$ cat src/rtl/mvm_frame_driver.sv
// mvm_frame_driver: replays preloaded frames into the mvm3 core and captures its results
module mvm_frame_driver #(
    parameter int N = 3,
    parameter int FRAMES = 5,
    parameter int DW_IN = 8,
    parameter int DW_OUT = 16,
    localparam int TOTAL = N * N + 2 * N,
    localparam int AW = $clog2(FRAMES * TOTAL),
    localparam int RW = $clog2(FRAMES * N)
) (
    input  logic              clk,
    input  logic              reset_n,
    input  logic              start,
    input  logic              ld_we,
    input  logic [AW-1:0]     ld_addr,
    input  logic [DW_IN-1:0]  ld_data,
    output logic              s_valid,
    input  logic              s_ready,
    output logic [DW_IN-1:0]  data_out,
    input  logic              m_valid,
    output logic              m_ready,
    input  logic [DW_OUT-1:0] data_in,
    input  logic              rx_hold,
    input  logic [RW-1:0]     res_addr,
    output logic [DW_OUT-1:0] res_data,
    output logic              busy,
    output logic              done,
    output logic              err
);
    localparam int FW = $clog2(FRAMES + 1);
    localparam int BW = $clog2(TOTAL + 1);
    localparam int CW = $clog2(N + 1);

    typedef enum logic [1:0] {IDLE, SEND, RECV, FIN} state_t;

    state_t            state, state_n;
    logic [FW-1:0]     frame_cnt, frame_n;
    logic [BW-1:0]     byte_cnt, byte_n;
    logic [CW-1:0]     res_cnt, res_n;
    logic [12:0]       wait_cnt;
    logic [DW_IN-1:0]  stim_mem [FRAMES*TOTAL];
    logic [DW_OUT-1:0] res_buf [FRAMES*N];
    logic              s_hs, m_hs, active, timeout;
    logic [AW-1:0]     rd_addr;

    assign s_valid  = state == SEND;
    assign m_ready  = state == RECV && !rx_hold;
    assign busy     = state != IDLE;
    assign done     = state == FIN;
    assign s_hs     = s_valid && s_ready;
    assign m_hs     = m_valid && m_ready;
    assign active   = state == SEND || state == RECV;
    assign timeout  = active && !s_hs && !m_hs && wait_cnt == 13'd4096;
    // the byte presented next cycle is addressed by the next-state counters
    assign rd_addr  = AW'(frame_n) * AW'(TOTAL) + AW'(byte_n);
    assign res_data = res_buf[res_addr];

    // next-state and counter sequencing; a stall timeout aborts the run
    always_comb begin
        state_n = state;
        frame_n = frame_cnt;
        byte_n  = byte_cnt;
        res_n   = res_cnt;
        case (state)
            IDLE: if (start) begin
                state_n = SEND;
                frame_n = '0;
                byte_n  = '0;
            end
            SEND: if (s_hs) begin
                if (byte_cnt == BW'(TOTAL - 1)) begin
                    state_n = RECV;
                    res_n   = '0;
                end else begin
                    byte_n = byte_cnt + BW'(1);
                end
            end
            RECV: if (m_hs) begin
                if (res_cnt != CW'(N - 1)) begin
                    res_n = res_cnt + CW'(1);
                end else if (frame_cnt == FW'(FRAMES - 1)) begin
                    state_n = FIN;
                end else begin
                    state_n = SEND;
                    frame_n = frame_cnt + FW'(1);
                    byte_n  = '0;
                end
            end
            default: state_n = IDLE;
        endcase
        if (timeout) state_n = FIN;
    end

    // state register
    always_ff @(posedge clk or negedge reset_n) begin
        if (!reset_n) state <= IDLE;
        else state <= state_n;
    end

    // counters, stall timer, outgoing byte register and sticky error flag
    always_ff @(posedge clk or negedge reset_n) begin
        if (!reset_n) begin
            frame_cnt <= '0;
            byte_cnt  <= '0;
            res_cnt   <= '0;
            wait_cnt  <= '0;
            data_out  <= '0;
            err       <= 1'b0;
        end else begin
            frame_cnt <= frame_n;
            byte_cnt  <= byte_n;
            res_cnt   <= res_n;
            wait_cnt  <= (active && !s_hs && !m_hs) ? wait_cnt + 13'd1 : 13'd0;
            if (state_n == SEND) data_out <= stim_mem[rd_addr];
            err <= err || timeout || (m_valid && (state == SEND || state == IDLE));
        end
    end

    // stimulus memory accepts writes only while idle so a running replay stays consistent
    always_ff @(posedge clk) begin
        if (ld_we && state == IDLE) stim_mem[ld_addr] <= ld_data;
    end

    // capture each accepted result at its frame/result slot
    always_ff @(posedge clk) begin
        if (m_hs) res_buf[RW'(frame_cnt) * RW'(N) + RW'(res_cnt)] <= data_in;
    end
endmodule

$ cat config.mk
export PLATFORM = sky130hd
export DESIGN_NAME = mvm_frame_driver
export DESIGN_NICKNAME = d
export VERILOG_FILES = /design/src/rtl/mvm_frame_driver.sv
export SDC_FILE = /design/constraint.sdc
export NUM_CORES = 1
export LEC_CHECK = 0
export BUFFER_PORTS_ARGS = -buffer_cell sky130_fd_sc_hd__buf_4
export CAP_MARGIN = 20
export CORE_MARGIN = 8
export CORE_UTILIZATION = 35
export DETAILED_ROUTE_END_ITERATION = 10
export MAX_ROUTING_LAYER = met4
export PLACE_DENSITY = 0.56
export SYNTH_ARGS = -nofsm -noshare
export SYNTH_HDL_FRONTEND = slang
export SYNTH_SLANG_ARGS = --single-unit
export TNS_END_PERCENT = 1
$ cat constraint.sdc
create_clock -name clk -period 5 [get_ports clk]
set_input_delay 0.5 -clock clk [delete_from_list [all_inputs] [get_ports clk]]
set_output_delay 0.5 -clock clk [all_outputs]
set_load 0.03 [all_outputs]
==> flow_summary.ini <==
[grt]
grt_max_degree = 81
overflow = 0
grt_pass1_vias = 17712
grt_antenna_before_repair = 1
track_usage_pct = 15.4
grt_pass1_wl_um = 121000

[final_layout]
final_cell_mix = edfxtp_1 (840), mux4_2 (216), buf_4 (168)
area_delta_synth_final_pct = 16.4
multi_input_area_um2 = 8190
fillers = 8698
regArea_um2 = 26100
drive_above_1_share_pct = 28.9
final_util_pct = 41.0
layout_commonest_cell = edfxtp_1
nNetsFinal = 1970
final_cells = 3255

[clock_tree]
numClockSinks = 873
clock_latency_ns = 0.66
cts_tree = done
clkTransAtPathRegs_ns = 0.06
clockBufferDepth = 3
cts_max_level = 3
cts_buffers = 91
cts-root-buf = clkbuf_16

[timing]
finalCritPeriodShare_pct = 96.5
slew_viol_final = 0
max_freq_mhz = 207
fin_ws_ns = 0.176
finalHoldViolCount = 0
tightest_slew_ns = 1.02
hold-worst-slack_ns = 0.127
slew_headroom_pct = 32.1
min_period_ns = 4.82
finalSetupViolCount = 0
finClkSkew_ns = 0.0434
grt_setup_unrepaired = false

[worst_setup_path]
cp_data_arrival_time_ns = 5.35
crit_type = flip-flop to flip-flop
worstSetupStartpointType = flip-flop
crit_family = adder cells
crit_path_end = data_out[6]
worstReg2RegStart = state[1]
worstPathRequired_ns = 5.52
crit_fanout = 16
worst_setup_path_end_kind = flip-flop
rr_endpoint = data_out[6]
crit_path_top_delay_cell = fa_4
critical_path_buf_inv_count = 6
reg2reg_depth = 19
crit_cells = 19
r2r_setup_slack_ns = 0.18
crit_top_cell = inv_1
crit_chain = inv_1, ha_2, inv_1, nand2_1, a21oi_1, and4_1, or3_4, inv_2, ha_4, xnor2_1, ha_1, inv_1, fa_4, buf_12, clkbuf_16, mux4_2, mux4_2, nand3_1, o211ai_1
slowest_delay_ns = 0.96
cp-startpoint = state[1]

[die]
initial_utilization_pct = 35.3
die_w_um = 330
chipHeight_um = 330
dieArea_um2 = 109000
num_rows = 115
core_area_um2 = 98100
ioPinCount = 71

[yosys]
ys_seq_elements = 873
synth_area_um2 = 34600
ys_seq_area_share_pct = 75.3
synthArstFlopShare_pct = 3.78
postSynthCellCount = 1697
synth_edf_count = 840
synth_cell_types = 55
syn-num-nets = 1771
synth_ff_type = edfxtp_1
yosysWarnings = 0
postSynthAreaPerCell_um2 = 20.4

[detailed_routing]
drt_iter0_markers = 1688
dr.pass1.iters = 5
drtAntennaViolNets = 0
vias_per_cell = 5.23
wl_per_cell_um = 25.1
highest_layer = met4
wl_met2_um = 40700
wl_um = 81800
drcViolationCount = 0
wl_met3_um = 5000
vias = 17037
route.layer.met1.wl_um = 34700

[placed_design]
place.gp.congestion = 0.833
place_hpwl_um = 50600
io_buffers = 70
pre_cts_slack_ns = -0.0145
dp_cells = 3085

[power]
p_per_area_nw_per_um2 = 440
power_mw = 17.7
p_leak_nw = 12.9
peakVddDrop_mv = 0.273

[run]
cap_violations = 0

[hold_path]
worstHoldStart = data_in[5]
hold_class = input port to flip-flop

[outcome]
status = finished, final reports clean
==> through the flow <==
stage / area (um2) / setup TNS [ns]
2_1_floorplan: 34600 / 0
3_3_place_gp: 37300 / -0.0141
3_5_place_dp: 37300 / -0.0204
4_1_cts: 40100 / 0
5_1_grt: 40300 / 0
6_report: 40300 / 0
==> logic make-up after synthesis <==
logic type | Yosys count | share of synthesized area [%]
flops | 873 | 75.3
simple gates | 267 | 3.59
mux | 243 | 14.9
compound gates | 159 | 2.98
buf+inv | 103 | 1.49
fa+ha+maj | 32 | 1.27
xor+xnor | 20 | 0.506
==> how the worst min path moves through the flow <==
stage                          endpoint  slack, ns  depth (start not counted)
final                     res_buf[4][5]       0.13                          1
after global routing      res_buf[3][5]       0.10                          1
after CTS                 res_buf[3][5]       0.09                          1
after detailed placement    wait_cnt[0]       0.48                          1
after global placement      wait_cnt[0]       0.47                          1
after floorplan             byte_cnt[0]       0.20                          0
==> timing repair <==
item                                   in CTS  in global routing
hold buffers                                1                  0
gates resized for setup                     1                 22
setup buffers                               0                  3
endpoints found under the hold margin      33                  0
gates cloned                                0                  1
setup endpoints to repair                   1                  8
pin swaps                                   0                  1
==> state kept, by name, summed over array words and instances, names as in the netlist <==
name and cells:
stim_mem 600, res_buf 240, wait_cnt 13, data_out 8
byte_cnt 4, frame_cnt 3, res_cnt 2, state 2
err 1
==> worst register-to-register path, cell delays in order, from the launching register on <==
cell       delay (ns)
dfrtp_1          0.41
inv_1            0.09
ha_2             0.20
inv_1            0.08
nand2_1          0.06
a21oi_1          0.05
and4_1           0.19
or3_4            0.40
inv_2            0.09
ha_4             0.21
xnor2_1          0.12
ha_1             0.30
inv_1            0.07
fa_4             0.96
buf_12           0.15
clkbuf_16        0.19
mux4_2           0.36
mux4_2           0.53
nand3_1          0.12
o211ai_1         0.10
==> synthesized netlist by cell type, types with 2 or more instances <==
cell type | instances | area [um2]
nand4_1 | 3 | 18.8
or2_2 | 2 | 12.5
nand2b_1 | 13 | 81.3
buf_1 | 8 | 30.0
or3_1 | 8 | 50.1
edfxtp_1 | 840 | 25200
a21boi_1 | 2 | 15.0
a31oi_1 | 2 | 12.5
nand3b_1 | 2 | 15.0
nor2b_1 | 8 | 50.1
o21ai_1 | 2 | 10.0
ha_1 | 27 | 338
mux2i_1 | 17 | 170
dfrtp_1 | 33 | 826
buf_4 | 6 | 45.0
a22o_1 | 4 | 35.0
buf_2 | 25 | 125
clkbuf_1 | 26 | 97.6
xor2_1 | 10 | 87.6
nand2_1 | 56 | 210
mux4_2 | 216 | 4860
nor4_1 | 8 | 50.1
nor3_1 | 3 | 15.0
xnor2_1 | 10 | 87.6
nand3_1 | 20 | 100
and2_1 | 9 | 56.3
o31ai_1 | 2 | 15.0
inv_1 | 27 | 101
o21ai_0 | 26 | 130
mux2_2 | 10 | 113
a22oi_1 | 62 | 465
nor3b_1 | 2 | 15.0
buf_6 | 10 | 113
o211ai_1 | 7 | 52.6
nor2_1 | 119 | 447
and3_1 | 6 | 37.5
a21o_1 | 2 | 15.0
o21bai_1 | 3 | 22.5
fa_1 | 5 | 100
a21oi_1 | 41 | 205
==> layer usage <==
layer / vias up / track usage [%]
met3: 98 / 2.88
met5: - / -
met1: 9069 / 20.2
met4: 0 / 3.44
met2: 502 / 24.9
li1: 7368 / -
==> power by group <==
group | leakage (nW) | total (mW) | switching, mW | internal (mW)
Sequential | 7.99 | 8.17 | 0.0889 | 8.08
Clock | 1.36 | 6.34 | 2.78 | 3.56
Combinational | 3.54 | 3.21 | 1.74 | 1.47
Total | 12.9 | 17.7 | 4.61 | 13.1
==> final cells by class <==
type                    count  area share [%]
diodes                      1         0.00621
clock inverters            54            1.08
well taps                1287            4.00
multi-input cells         721            20.3
repair buffers            182            3.80
inverters                  27           0.252
flip-flops and latches    873            64.7
clock buffers             110            5.83
Power figures use the tool's default switching activity.
